### src/rtl/uart_mem_bridge_pkg.sv
// Shared encodings for the UART <-> RAM byte-stream engine.
// The legal read-latency range is also used by the memory router.
package uart_mem_bridge_pkg;

    localparam logic [2:0] ST_IDLE     = 3'd0;
    localparam logic [2:0] ST_RX_WAIT  = 3'd1;
    localparam logic [2:0] ST_RX_WRITE = 3'd2;
    localparam logic [2:0] ST_TX_READ  = 3'd3;
    localparam logic [2:0] ST_TX_LAT   = 3'd4;
    localparam logic [2:0] ST_TX_SEND  = 3'd5;
    localparam logic [2:0] ST_TX_WAIT  = 3'd6;
    localparam logic [2:0] ST_FINISH   = 3'd7;

    localparam int RD_LAT_MIN = 1;
    localparam int RD_LAT_MAX = 3;

    typedef enum logic [2:0] {
        S_IDLE     = ST_IDLE,
        S_RX_WAIT  = ST_RX_WAIT,
        S_RX_WRITE = ST_RX_WRITE,
        S_TX_READ  = ST_TX_READ,
        S_TX_LAT   = ST_TX_LAT,
        S_TX_SEND  = ST_TX_SEND,
        S_TX_WAIT  = ST_TX_WAIT,
        S_FINISH   = ST_FINISH
    } state_t;

endpackage

### src/rtl/uart_mem_bridge_xfer_counter.sv
// Base/length/count bookkeeping for one transfer.
// The address is kept as its own register so mem_addr leaves the block registered.
module xfer_counter
    import uart_mem_bridge_pkg::*;
#(
    parameter int ADDR_W = 18,
    parameter int LEN_W  = 19
) (
    input  logic              clk,
    input  logic              rst,
    input  logic              load,
    input  logic              inc,
    input  logic [ADDR_W-1:0] base,
    input  logic [LEN_W-1:0]  length,
    output logic [ADDR_W-1:0] addr,
    output logic [LEN_W-1:0]  count,
    output logic              last
);

    localparam logic [ADDR_W-1:0] ADDR_ONE = ADDR_W'(1);
    localparam logic [LEN_W-1:0]  LEN_ONE  = LEN_W'(1);

    logic [ADDR_W-1:0] addr_q;
    logic [LEN_W-1:0]  count_q;
    logic [LEN_W-1:0]  len_q;

    // Latch on start, then step address and count together; address wraps naturally.
    always_ff @(posedge clk) begin
        if (rst) begin
            addr_q  <= {ADDR_W{1'b0}};
            count_q <= {LEN_W{1'b0}};
            len_q   <= {LEN_W{1'b0}};
        end else if (load) begin
            addr_q  <= base;
            count_q <= {LEN_W{1'b0}};
            len_q   <= length;
        end else if (inc) begin
            addr_q  <= addr_q + ADDR_ONE;
            count_q <= count_q + LEN_ONE;
        end
    end

    assign addr  = addr_q;
    assign count = count_q;
    assign last  = ((count_q + LEN_ONE) == len_q);

endmodule

### src/rtl/uart_mem_bridge.sv
// Single DMA engine moving bytes UART->RAM (receive) or RAM->UART (transmit).
// Abort and reset take priority over everything, including a same-cycle start.
module uart_mem_bridge
    import uart_mem_bridge_pkg::*;
#(
    parameter int ADDR_W = 18,
    parameter int DATA_W = 8,
    parameter int LEN_W  = 19,
    parameter int RD_LAT = 1
) (
    input  logic              clk,
    input  logic              rst,
    input  logic              start_rx,
    input  logic              start_tx,
    input  logic              abort,
    input  logic [ADDR_W-1:0] base_addr,
    input  logic [LEN_W-1:0]  length,
    input  logic              rx_dv,
    input  logic [DATA_W-1:0] rx_byte,
    output logic              tx_dv,
    output logic [DATA_W-1:0] tx_byte,
    input  logic              tx_done,
    output logic [ADDR_W-1:0] mem_addr,
    output logic [DATA_W-1:0] mem_din,
    output logic              mem_wen,
    input  logic [DATA_W-1:0] mem_dout,
    output logic              busy,
    output logic              done,
    output logic              overrun,
    output logic [LEN_W-1:0]  xfer_count
);

    localparam logic [1:0] LAT_LAST = 2'(RD_LAT - 1);

    state_t            state_q;
    logic [1:0]        lat_q;
    logic              tx_dv_q;
    logic [DATA_W-1:0] tx_byte_q;
    logic [DATA_W-1:0] mem_din_q;
    logic              mem_wen_q;
    logic              done_q;
    logic              overrun_q;
    logic              ctr_load_s;
    logic              ctr_inc_s;
    logic              ctr_last_s;

    // Counter control: a write already in flight during abort still counts.
    always_comb begin
        ctr_load_s = (state_q == S_IDLE) && !abort && (start_rx || start_tx);
        ctr_inc_s  = (state_q == S_RX_WRITE) ||
                     ((state_q == S_TX_WAIT) && tx_done && !abort);
    end

    xfer_counter #(
        .ADDR_W (ADDR_W),
        .LEN_W  (LEN_W)
    ) u_xfer_counter (
        .clk    (clk),
        .rst    (rst),
        .load   (ctr_load_s),
        .inc    (ctr_inc_s),
        .base   (base_addr),
        .length (length),
        .addr   (mem_addr),
        .count  (xfer_count),
        .last   (ctr_last_s)
    );

    // Transfer sequencer with registered strobes.
    always_ff @(posedge clk) begin
        if (rst) begin
            state_q   <= S_IDLE;
            lat_q     <= 2'd0;
            tx_dv_q   <= 1'b0;
            tx_byte_q <= {DATA_W{1'b0}};
            mem_din_q <= {DATA_W{1'b0}};
            mem_wen_q <= 1'b0;
            done_q    <= 1'b0;
            overrun_q <= 1'b0;
        end else if (abort) begin
            state_q   <= S_IDLE;
            tx_dv_q   <= 1'b0;
            mem_wen_q <= 1'b0;
            done_q    <= 1'b0;
        end else begin
            tx_dv_q   <= 1'b0;
            mem_wen_q <= 1'b0;
            done_q    <= 1'b0;
            case (state_q)
                S_IDLE: begin
                    if (start_rx || start_tx) begin
                        overrun_q <= 1'b0;
                        if (length == {LEN_W{1'b0}}) begin
                            state_q <= S_FINISH;
                        end else if (start_rx) begin
                            state_q <= S_RX_WAIT;
                        end else begin
                            state_q <= S_TX_READ;
                        end
                    end
                end
                S_RX_WAIT: begin
                    if (rx_dv) begin
                        mem_din_q <= rx_byte;
                        mem_wen_q <= 1'b1;
                        state_q   <= S_RX_WRITE;
                    end
                end
                S_RX_WRITE: begin
                    if (rx_dv) begin
                        overrun_q <= 1'b1;
                    end
                    if (ctr_last_s) begin
                        done_q  <= 1'b1;
                        state_q <= S_FINISH;
                    end else begin
                        state_q <= S_RX_WAIT;
                    end
                end
                S_TX_READ: begin
                    lat_q   <= 2'd0;
                    state_q <= S_TX_LAT;
                end
                S_TX_LAT: begin
                    if (lat_q == LAT_LAST) begin
                        tx_byte_q <= mem_dout;
                        tx_dv_q   <= 1'b1;
                        state_q   <= S_TX_SEND;
                    end else begin
                        lat_q <= lat_q + 2'd1;
                    end
                end
                S_TX_SEND: begin
                    state_q <= S_TX_WAIT;
                end
                S_TX_WAIT: begin
                    if (tx_done) begin
                        if (ctr_last_s) begin
                            done_q  <= 1'b1;
                            state_q <= S_FINISH;
                        end else begin
                            state_q <= S_TX_READ;
                        end
                    end
                end
                S_FINISH: begin
                    // Zero-length entry arrives without done set; raise it here for one cycle.
                    if (!done_q) begin
                        done_q <= 1'b1;
                    end else begin
                        state_q <= S_IDLE;
                    end
                end
                default: begin
                    state_q <= S_IDLE;
                end
            endcase
        end
    end

    assign busy    = (state_q != S_IDLE);
    assign tx_dv   = tx_dv_q;
    assign tx_byte = tx_byte_q;
    assign mem_din = mem_din_q;
    assign mem_wen = mem_wen_q;
    assign done    = done_q;
    assign overrun = overrun_q;

endmodule

### config.mk
export PLATFORM = sky130hd
export DESIGN_NAME = uart_mem_bridge
export DESIGN_NICKNAME = d
export VERILOG_FILES = /design/src/rtl/uart_mem_bridge_pkg.sv /design/src/rtl/uart_mem_bridge_xfer_counter.sv /design/src/rtl/uart_mem_bridge.sv
export SDC_FILE = /design/constraint.sdc
export NUM_CORES = 1
export LEC_CHECK = 0
export CORE_MARGIN = 2
export CORE_UTILIZATION = 52
export DETAILED_ROUTE_END_ITERATION = 8
export GPL_TIMING_DRIVEN = 0
export HOLD_SLACK_MARGIN = 0.03
export PLACE_DENSITY = 0.86
export SLEW_MARGIN = 20
export SYNTH_ARGS = -nofsm -noshare
export SYNTH_HDL_FRONTEND = slang
export SYNTH_SLANG_ARGS = --single-unit
export TNS_END_PERCENT = 30
### constraint.sdc
create_clock -name clk -period 3.5 [get_ports clk]
set_input_delay 0.7 -clock clk [delete_from_list [all_inputs] [get_ports clk]]
set_output_delay 0.7 -clock clk [all_outputs]
set_load 0.01 [all_outputs]
==> After elaboration in Yosys (flattened, before gate mapping) <==
Index checks and enable logic that the tools add are counted.
{ "classes": {"add_sub_neg": 3, "eq_ne": 15, "muxes": 23, "bitwise_logic": 3, "reduce_logical": 23} }
{ "op_table": {"columns": ["operator", "n"], "rows": [
  ["18-bit two-way mux", 2],
  ["3-bit two-way mux", 8],
  ["3-bit case mux with 8 select lines", 1],
  ["19-bit by 1-bit adder with 19-bit output, second input constant", 1],
  ["19-bit equality test", 1],
  ["19-bit logical NOT", 1],
  ["18-bit by 1-bit adder with 18-bit output, second input constant", 1],
  ["3-bit equality test, second input constant", 4],
  ["2-bit inequality test, second input constant", 6],
  ["3-bit AND reduction", 3],
  ["1-bit two-way mux", 7],
  ["3-bit by 2-bit equality test with 1-bit output, second input constant", 2],
  ["2-bit nonzero test", 3],
  ["3-bit OR reduction", 2],
  ["5-bit AND reduction", 1],
  ["1-bit logical AND", 4],
  ["2-bit two-way mux", 2],
  ["2-bit case mux with 2 select lines", 1],
  ["4-bit AND reduction", 1],
  ["2-bit OR reduction", 2],
  ["3-bit by 1-bit equality test with 1-bit output, second input constant", 1],
  ["3-bit logical NOT", 1],
  ["1-bit inverter", 3],
  ["1-bit case mux with 3 select lines", 1],
  ["other kinds (7)", 8]
]} }
{ "totals": {"regBits": 81, "inputBits": 60, "out_inout_bits": 58, "word_cells": 78} }

==> Logic depth before layout (Yosys ltp) <==
Gate-level depths: netlist of run 1.
{ "depth": {"word_depth": 6, "depth_mapped": 8, "ltp_nobuf": 8} }

==> By module <==
Synthesis of run 1 repeated with hierarchy kept, for this count alone.
{ "unflattened": {"hier_cells": 493, "area_unflattened_um2": 4227.8} }
{ "by_module_without_submodules": {"columns": ["mod", "instances", "cells_each", "area_per_inst_um2", "seq_area_each_um2"], "rows": [
  ["xfer_counter", 1, 363, 3051.7, 1121.1],
  ["uart_mem_bridge", 1, 130, 1176.1, 500.5]
]} }

==> Least setup slack after synthesis of run 1 <==
No wires, ideal clock.
{ "synth_timing": {"kind": "reg2reg", "from": "register u_xfer_counter.count_q[0] (netlist: u_xfer_counter.count[0])", "to": "register done_q (netlist: done)", "setup_time_ps": 75, "arrival_ps": 2157, "t_required_ps": 3425, "setup_slack_ps": 1268, "stages_incl_launch_ff": 9, "path_buffers": 0, "period_less_slack_ps": 2232, "cell_sequence": "dfxtp_1 > ha_1 > nand3_2 > nor2_1 > xnor2_1 > or4_4 > nor4_2 > nand3_1 > o22ai_1"} }
{ "synth_between": {"elab_chain_len": 5} }
{ "synth_rtl": {"columns": ["element", "line", "source"], "rows": [
  ["start, declared", "uart_mem_bridge_xfer_counter.sv:24", "logic [LEN_W-1:0] count_q;"],
  ["start signal, assigned", "uart_mem_bridge_xfer_counter.sv:31", "count_q <= {LEN_W{1'b0}};"],
  ["start signal, assigned", "uart_mem_bridge_xfer_counter.sv:35", "count_q <= {LEN_W{1'b0}};"],
  ["start signal, assigned", "uart_mem_bridge_xfer_counter.sv:39", "count_q <= count_q + LEN_ONE;"],
  ["19-bit by 1-bit adder with 19-bit output (*)", "uart_mem_bridge_xfer_counter.sv:45", "assign last = ((count_q + LEN_ONE) == len_q);"],
  ["19-bit equality test (*)", "uart_mem_bridge_xfer_counter.sv:45", null],
  ["1-bit two-way mux (*)", "uart_mem_bridge.sv:113, uart_mem_bridge.sv:138", null],
  ["1-bit two-way mux", "uart_mem_bridge.sv:137", "if (tx_done) begin"],
  ["1-bit case mux with 3 select lines (*)", "uart_mem_bridge.sv:89", "case (state_q)"],
  ["end signal, assigned", "uart_mem_bridge.sv:88", "done_q <= 1'b0;"],
  ["end signal, assigned", "uart_mem_bridge.sv:114", "done_q <= 1'b1;"],
  ["end signal, assigned", "uart_mem_bridge.sv:139", "done_q <= 1'b1;"],
  ["end, declared", "uart_mem_bridge.sv:41", "logic done_q;"]
]} }
Every way passes the cells marked *; elsewhere a longest branch is shown, timed or not.
A chain may end at the register's enable or synchronous reset.

==> Worst setup path in the final report of run 1 <==
{ "layout_timing": {"from": "input abort", "to": "register u_xfer_counter.addr_q[15] (netlist: u_xfer_counter.addr[15])"} }
{ "layout_between": {"elab_chain_len": 4, "elab_cells_between_ends": 7, "classes_between": "1 x mux; 6 x reduce/logical"} }
{ "layout_rtl": {"columns": ["element", "line", "source"], "rows": [
  ["start, declared", "uart_mem_bridge.sv:15", "input logic abort,"],
  ["1-bit logical NOT (*)", "uart_mem_bridge.sv:49, uart_mem_bridge.sv:51", null],
  ["1-bit logical AND, on equally long branches", "uart_mem_bridge.sv:49, uart_mem_bridge.sv:51", null],
  ["1-bit logical AND / 1-bit logical OR (equally long branches)", "uart_mem_bridge.sv:49, uart_mem_bridge.sv:50", null],
  ["18-bit two-way mux / 2-bit nonzero test (equally long branches)", null, null],
  ["end signal, assigned", "uart_mem_bridge_xfer_counter.sv:30", "addr_q <= {ADDR_W{1'b0}};"],
  ["end signal, assigned", "uart_mem_bridge_xfer_counter.sv:34", "addr_q <= base;"],
  ["end signal, assigned", "uart_mem_bridge_xfer_counter.sv:38", "addr_q <= addr_q + ADDR_ONE;"],
  ["end, declared", "uart_mem_bridge_xfer_counter.sv:23", "logic [ADDR_W-1:0] addr_q;"]
]} }
Marked as above.

==> metrics, run 1 <==
Max Fclk approximately 350 MHz; final wirelength about 12 mm; RD Place Congestion around 0.94; CTS hold repair buffers 0; met3 WL 1.210 mm; leak pwr roughly 0.002 uW; critical path peak fanout 10; HPWL Detailed 9.081 mm; power per cell area around 360 nW/um2; Die Span X about 94 um; Ys Warns 0; Reg power frac about 49%; post-route ant nets 0; unrepaired setup endpoints after global routing no; P_sw 569.0 uW; pins over their slew limit 0; clock sink total 81; Final Hold Vio Count 0; share of cells above drive strength 1 under 10%; synthesized net count roughly 560; DRC violations left 0; Setup CP Type input port to register; CTS tree yes; total gr overflow 0; post-synthesis async set-or-reset flop share 0%; Rows 32; Final Setup Violations 0; number of global-route vias before repair around 4100; WHS around 0.48 ns; worst skew pair latency around 0.35 ns; Fillers slightly below 600; Syn-to-layout area delta 35.61%; crit share post-route between 80 and 90%; Slew headroom about half; Met1 Wirelength just under 5 mm; Main synth FF type dfxtp_1; GRT Total Usage between 20 and 30%; number of port buffers between 100 and 150; Critical Path Source Type input port; via count 4150; CP max stage cell clkdlybuf4s50_1; worst-margin pin slew around 0.75 ns; hold crit path type register to register; TNS Setup 0 ns; die area slightly below 9000 um2; status complete, no violations; Switching Share between 20% and 30%; Synth top area share between 30% and 40%; WL per Instance 16.33 um; Cell Area, Synth ~4200 um2; Pre-antenna DRT Iters 5; initial core utilization between 50% and 60%; Comb pwr share 17.3%; crit path time final roughly 2.9 ns; Vias/cell around 5.6; initial antenna violation count 0; Avg Synthesized Cell Area ~8.4 um2; H-Tree Depth 3; Max Root-Sink Buffers 2; Die Span Y ~94 um; post-synthesis sequential area ratio about two fifths; initial drt markers between 200 and 250; pin count of the biggest net entering global routing 15; CP bufs+invs 2; CTS clock-pin slew for the worst setup and hold paths ~0.080 ns; Mapped Cells 501; Final Util between 70% and 80%; Layout Nets ~690; Arrival @ worst endpoint ~3 ns; ANT cells 0; met2 wire length 5.804 mm; clock share of power roughly a third; post-synthesis cell type count 54; Worst Skew between 0.005 and 0.006 ns; first-pass GRT wire length roughly 19 mm; largest area contributor in the netlist dfxtp_1; cells taking the most area after synthesis dfxtp_1 (39%), nor2_1 (6.7%), nand2_1 (6.2%), xnor2_1 (6.1%), xor2_1 (5.2%); IO Count between 100 and 150; required time of the critical path 3.73 ns; Post-CTS Setup Inserts 0; DR top layer met4; core box area between 7000 and 8000 um2; cell with the most instances after synthesis dfxtp_1; Setup crit end kind register; max cap viols 0; EDFF count, synth 0; Int Pwr around 1500 uW; top cells by count, synth dfxtp_1 (81), nor2_1 (75), nand2_1 (69), xnor2_1 (29), a21oi_1 (28); Max VDD drop 0.2004 mV; CP top delay family simple AND/OR/NAND/NOR gates; TritonCTS buffer count 9; cell breakdown of the critical path clkdlybuf4s50_1, nand2b_1, a21boi_1, and4_1, clkbuf_1, nand4_1, and3_1, a211oi_1, nor2_1; CTS resizes 0; CP max stage delay roughly 0.49 ns; synthesis-stage register bit count 81; Root Driver clkbuf_8
[worst reg2reg max path: cells and delay by family, from the launching register on]
kind / cells / cell delay (ns)
and+or+nand+nor: 6 / 1.38
adders and majority gates: 1 / 0.30
AOI/OAI and AO/OA: 1 / 0.26
DFF: 1 / 0.52
[final cells by class]
cell class,count,area (um2),share of cell area [%]
multi-input combinational,382,2342,41.17
sequential,81,1622,28.50
timing repair buffer,116,1161,20.41
buffer,31,205.2,3.607
clock buffer,10,137.6,2.419
tap,102,127.6,2.243
clock inverter,6,67.56,1.188
inverter,7,26.28,0.4618
[path summary, 6_finish.rpt]
path | cells after the start | end | slack [ns] | from
max | 9 | u_xfer_counter.addr[15]$_SDFFE_PP0P_ | 0.64 | abort
min | 2 | u_xfer_counter.len_q[5]$_SDFFE_PP0P_ | 0.48 | u_xfer_counter.len_q[5]$_SDFFE_PP0P_
max reg2reg | 8 | state_q[1]$_SDFFE_PP0P_ | 0.94 | u_xfer_counter.count[0]$_SDFFE_PP0P_
min reg2reg | 2 | u_xfer_counter.len_q[5]$_SDFFE_PP0P_ | 0.48 | u_xfer_counter.len_q[5]$_SDFFE_PP0P_
[state kept, by name, indices dropped and copies added (netlist names)]
signal / cells
done: 1
lat_q: 2
mem_din: 8
mem_wen: 1
overrun: 1
state_q: 3
tx_byte: 8
tx_dv: 1
u_xfer_counter.addr: 18
u_xfer_counter.count: 19
u_xfer_counter.len_q: 19
[logic make-up after synthesis]
kind of cell | Yosys count | share of synthesized area, %
buffers and inverters | 38 | 5.517
AOI/OAI and AO/OA | 75 | 11.84
adders and majority gates | 3 | 0.8948
and+or+nand+nor | 233 | 27.77
muxes | 17 | 4.056
xor gates and xnor gates | 54 | 11.27
DFF | 81 | 38.65
[stage by stage]
| step | cell area [um2] | instances | total power [uW] | setup slack, ns |
|---|---|---|---|---|
| 2_1_floorplan | 4195 | 501 | 1195 | 1.268 |
| 3_3_place_gp | 5484 | 719 | 1364 | 0.4262 |
| 3_5_place_dp | 5484 | 719 | 1378 | 0.3415 |
| 4_1_cts | 5689 | 735 | 2065 | 0.6893 |
| 5_1_grt | 5689 | 735 | 2143 | 0.5024 |
| 6_report | 5689 | 735 | 2064 | 0.6412 |
[metal layers]
layer | vias up | global-route usage [%]
met4 | 0 | 8.092
met5 | - | 0
li1 | 2000 | -
met3 | 18 | 8.106
met2 | 188 | 47.86
met1 | 1944 | 33.37
[power groups by stage]
stage               clock (uW)  combinational (uW)  sequential (uW)
floorplan                    0                 166             1030
global placement             0                 341             1020
detailed placement           0                 351             1030
CTS                        706                 355             1010
global route               745                 387             1010
finish                     701                 356             1010
[cell usage in the layout (no fill, tap or decap), types with 2 or more instances in the layout]
master           netlist  layout
mux2i_1               17      17
o2111ai_1              3       3
a211oi_1              16      16
nand3_2                5       5
a2111oi_0              5       5
o21ai_0                6       6
o31ai_1                3       3
nor3b_1                2       2
nor3_1                15      15
xor2_1                25      25
nor4_1                 8       8
and4_1                 6       6
a31oi_1                2       2
xnor2_1               29      29
ha_1                   3       3
clkinvlp_4             0       2
nor3_2                 4       4
inv_1                  7       7
nor2_1                75      75
dfxtp_1               81      81
buf_6                  6       6
clkdlybuf4s50_1        0     116
nand3_1                9       9
nor2b_1                3       3
and3_1                 4       4
nand4_1               11      11
clkbuf_8               4      14
nand2_1               69      69
clkbuf_1              20      20
or3_1                  3       3
nand2b_1               4       4
a311oi_1               2       2
clkinv_4               0       2
a21oi_1               28      28
or4_1                  4       4
(Power assumes the default switching activity.)
==> run 2, diff against run 1 <==
Settings changed: CORE_UTILIZATION 52 to 48, PLACE_DENSITY 0.86 to 0.8.
Clock period 3.5 ns to 2.9 ns, I/O delays scaled along.
==> run 2 against run 1 <==
Against the previous run:
- clock skew increased by 0.0049 ns
- final cell count is 0.54% higher
- largest cell class unchanged
- critical path depth is the same
- non-clock buffer count shrank 2
- largest power group unchanged
- die area up 8.0%
- worst hold slack got worse by 0.0089 ns
- combinational power is 19% higher
- clock power is 10% higher
==> metrics, run 2 (synthesis results as in run 1) <==
Max Root-Sink Buffers 2 (unchanged); PnR worst setup slack 0.2221 ns (was 0.6412 ns); IO Count 118 (unchanged); ANT cells 0 (unchanged); Critical Path Source Type input port (unchanged); HPWL Detailed 8.813 mm (was 9.081 mm); Root Driver clkbuf_8 (unchanged); unrepaired setup endpoints after global routing yes (was no); max cap viols 0 (unchanged); total gr overflow 0 (unchanged); Vias/cell 5.438 (was 5.646); initial drt markers 175 (was 218); Die Span Y 97.49 um (was 93.82 um); initial antenna violation count 0 (unchanged); H-Tree Depth 3 (unchanged); Rows 34 (was 32); first-pass GRT wire length 19.21 mm (was 19.35 mm); required time of the critical path 3.12 ns (was 3.73 ns); GRT Total Usage 24.48% (was 27.73%); CTS tree yes (unchanged); hold crit path type register to register (unchanged); power per cell area 425.1 nW/um2 (was 362.8 nW/um2); Arrival @ worst endpoint 2.90 ns (was 3.09 ns); Die Span X 97.49 um (was 93.82 um); Pre-antenna DRT Iters 4 (was 5); worst skew pair latency 0.34 ns (was 0.35 ns); number of port buffers 116 (unchanged); number of global-route vias before repair 3982 (was 4116); crit share post-route between 90% and 100%; Setup CP Type input port to register (unchanged); Final Util 65.97% (was 73.24%); core box area 8593 um2 (was 7767 um2); CTS clock-pin slew for the worst setup and hold paths 0.09 ns (was 0.08 ns); Max Fclk 373.4 MHz; final wirelength 11.46 mm (was 12.01 mm); DRC violations left 0 (unchanged); TritonCTS buffer count 9 (unchanged); Syn-to-layout area delta 35.13% (was 35.61%); Final Hold Vio Count 0 (unchanged); pins over their slew limit 0 (unchanged); Worst Skew 0.01083 ns (was 0.005890 ns); critical path peak fanout 10 (unchanged); Max VDD drop 0.3382 mV (was 0.2004 mV); pin count of the biggest net entering global routing 14 (was 15); Layout Nets 689 (was 691); leak pwr 0.002003 uW (was 0.002008 uW); RD Place Congestion 1.010 (was 0.9390); Final Setup Violations 0 (unchanged); share of cells above drive strength 1 6.973% (was 6.951%); Setup crit end kind register (unchanged); status complete, no violations (unchanged); Placement Setup Slack -0.2542 ns (was 0.3415 ns); TNS Setup 0 ns (unchanged); crit path time final around 2.7 ns; clock sink total 81 (unchanged); Slew headroom 53.78% (was 49.94%); CTS hold repair buffers 0 (unchanged); most frequent cells in the layout clkdlybuf4s50_1 (116), dfxtp_1 (81), nor2_1 (75) (unchanged); initial core utilization 48.82% (was 54.01%); post-route ant nets 0 (unchanged); worst-margin pin slew 0.6895 ns (was 0.7468 ns); WHS 0.4690 ns (was 0.4779 ns); WL per Instance 15.51 um (was 16.33 um); via count 4019 (was 4150); most common cell after layout, fill and taps aside clkdlybuf4s50_1 (unchanged); die area 9504 um2 (was 8802 um2)
==> run 2: changes by cell type in the layout (fill, tap and decap cells not counted), sizes merged <==
cell      previous run  this run
clkinvlp             2         0
bufinv               1         0
clkinv               3         4
==> run 2: critical path, cell delays in order <==
cell             delay (ns)
clkdlybuf4s50_1        0.50
nand2b_1               0.21
a21boi_1               0.39
clkbuf_1               0.47
nand2_1                0.24
nor2_1                 0.21
nand2_1                0.09
xor2_1                 0.15
nor2_1                 0.05
==> run 2: worst paths after layout <==
| kind | startpoint | end | slack (ns) | cells after the start |
|---|---|---|---|---|
| setup / recovery | abort | u_xfer_counter.count[12]$_SDFFE_PP0P_ | 0.22 | 9 |
| hold / removal | u_xfer_counter.len_q[0]$_SDFFE_PP0P_ | u_xfer_counter.len_q[0]$_SDFFE_PP0P_ | 0.47 | 2 |
| setup reg to reg | u_xfer_counter.count[0]$_SDFFE_PP0P_ | state_q[1]$_SDFFE_PP0P_ | 0.36 | 8 |
| hold reg to reg | u_xfer_counter.len_q[0]$_SDFFE_PP0P_ | u_xfer_counter.len_q[0]$_SDFFE_PP0P_ | 0.47 | 2 |
==> run 2: power by group <==
group / internal, uW / switching, uW
clock: 359 / 414
sequential: 1160 / 51.3
combinational: 219 / 205
total: 1740 / 669
==> run 2: per-layer routing <==
metal	vias to the layer above	global-route usage (%)	wire [um]
li1	1988	-	-
met3	12	8.633	928
met5	-	0	0
met4	0	5.021	139
met1	1891	30.53	4870
met2	128	41.06	5521
==> run 2: area by class of cell <==
class                   instances  area (um2)
multi-input cells             382        2345
repair buffers                116        1161
inverters                       7       26.28
fillers                       730        2924
plain buffers                  29       197.7
clock inverters                 4       27.53
clock buffers                  12       155.1
well taps                     108       135.1
flip-flops and latches         81        1622
==> run 2: per-stage QoR <==
| stage | instance area [um2] | power [uW] | cells |
|---|---|---|---|
| 6_report | 5669 | 2410 | 739 |
| 5_1_grt | 5669 | 2510 | 739 |
| 4_1_cts | 5674 | 2412 | 741 |
| 3_5_place_dp | 5492 | 1658 | 725 |
| 3_3_place_gp | 5492 | 1648 | 725 |
| 2_1_floorplan | 4195 | 1442 | 501 |
==> run 2: repair_timing <==
action                                  4_1_cts  5_1_grt
endpoints found under the setup margin        0        4
setup buffers                                 0        0
resized for setup                             0        2
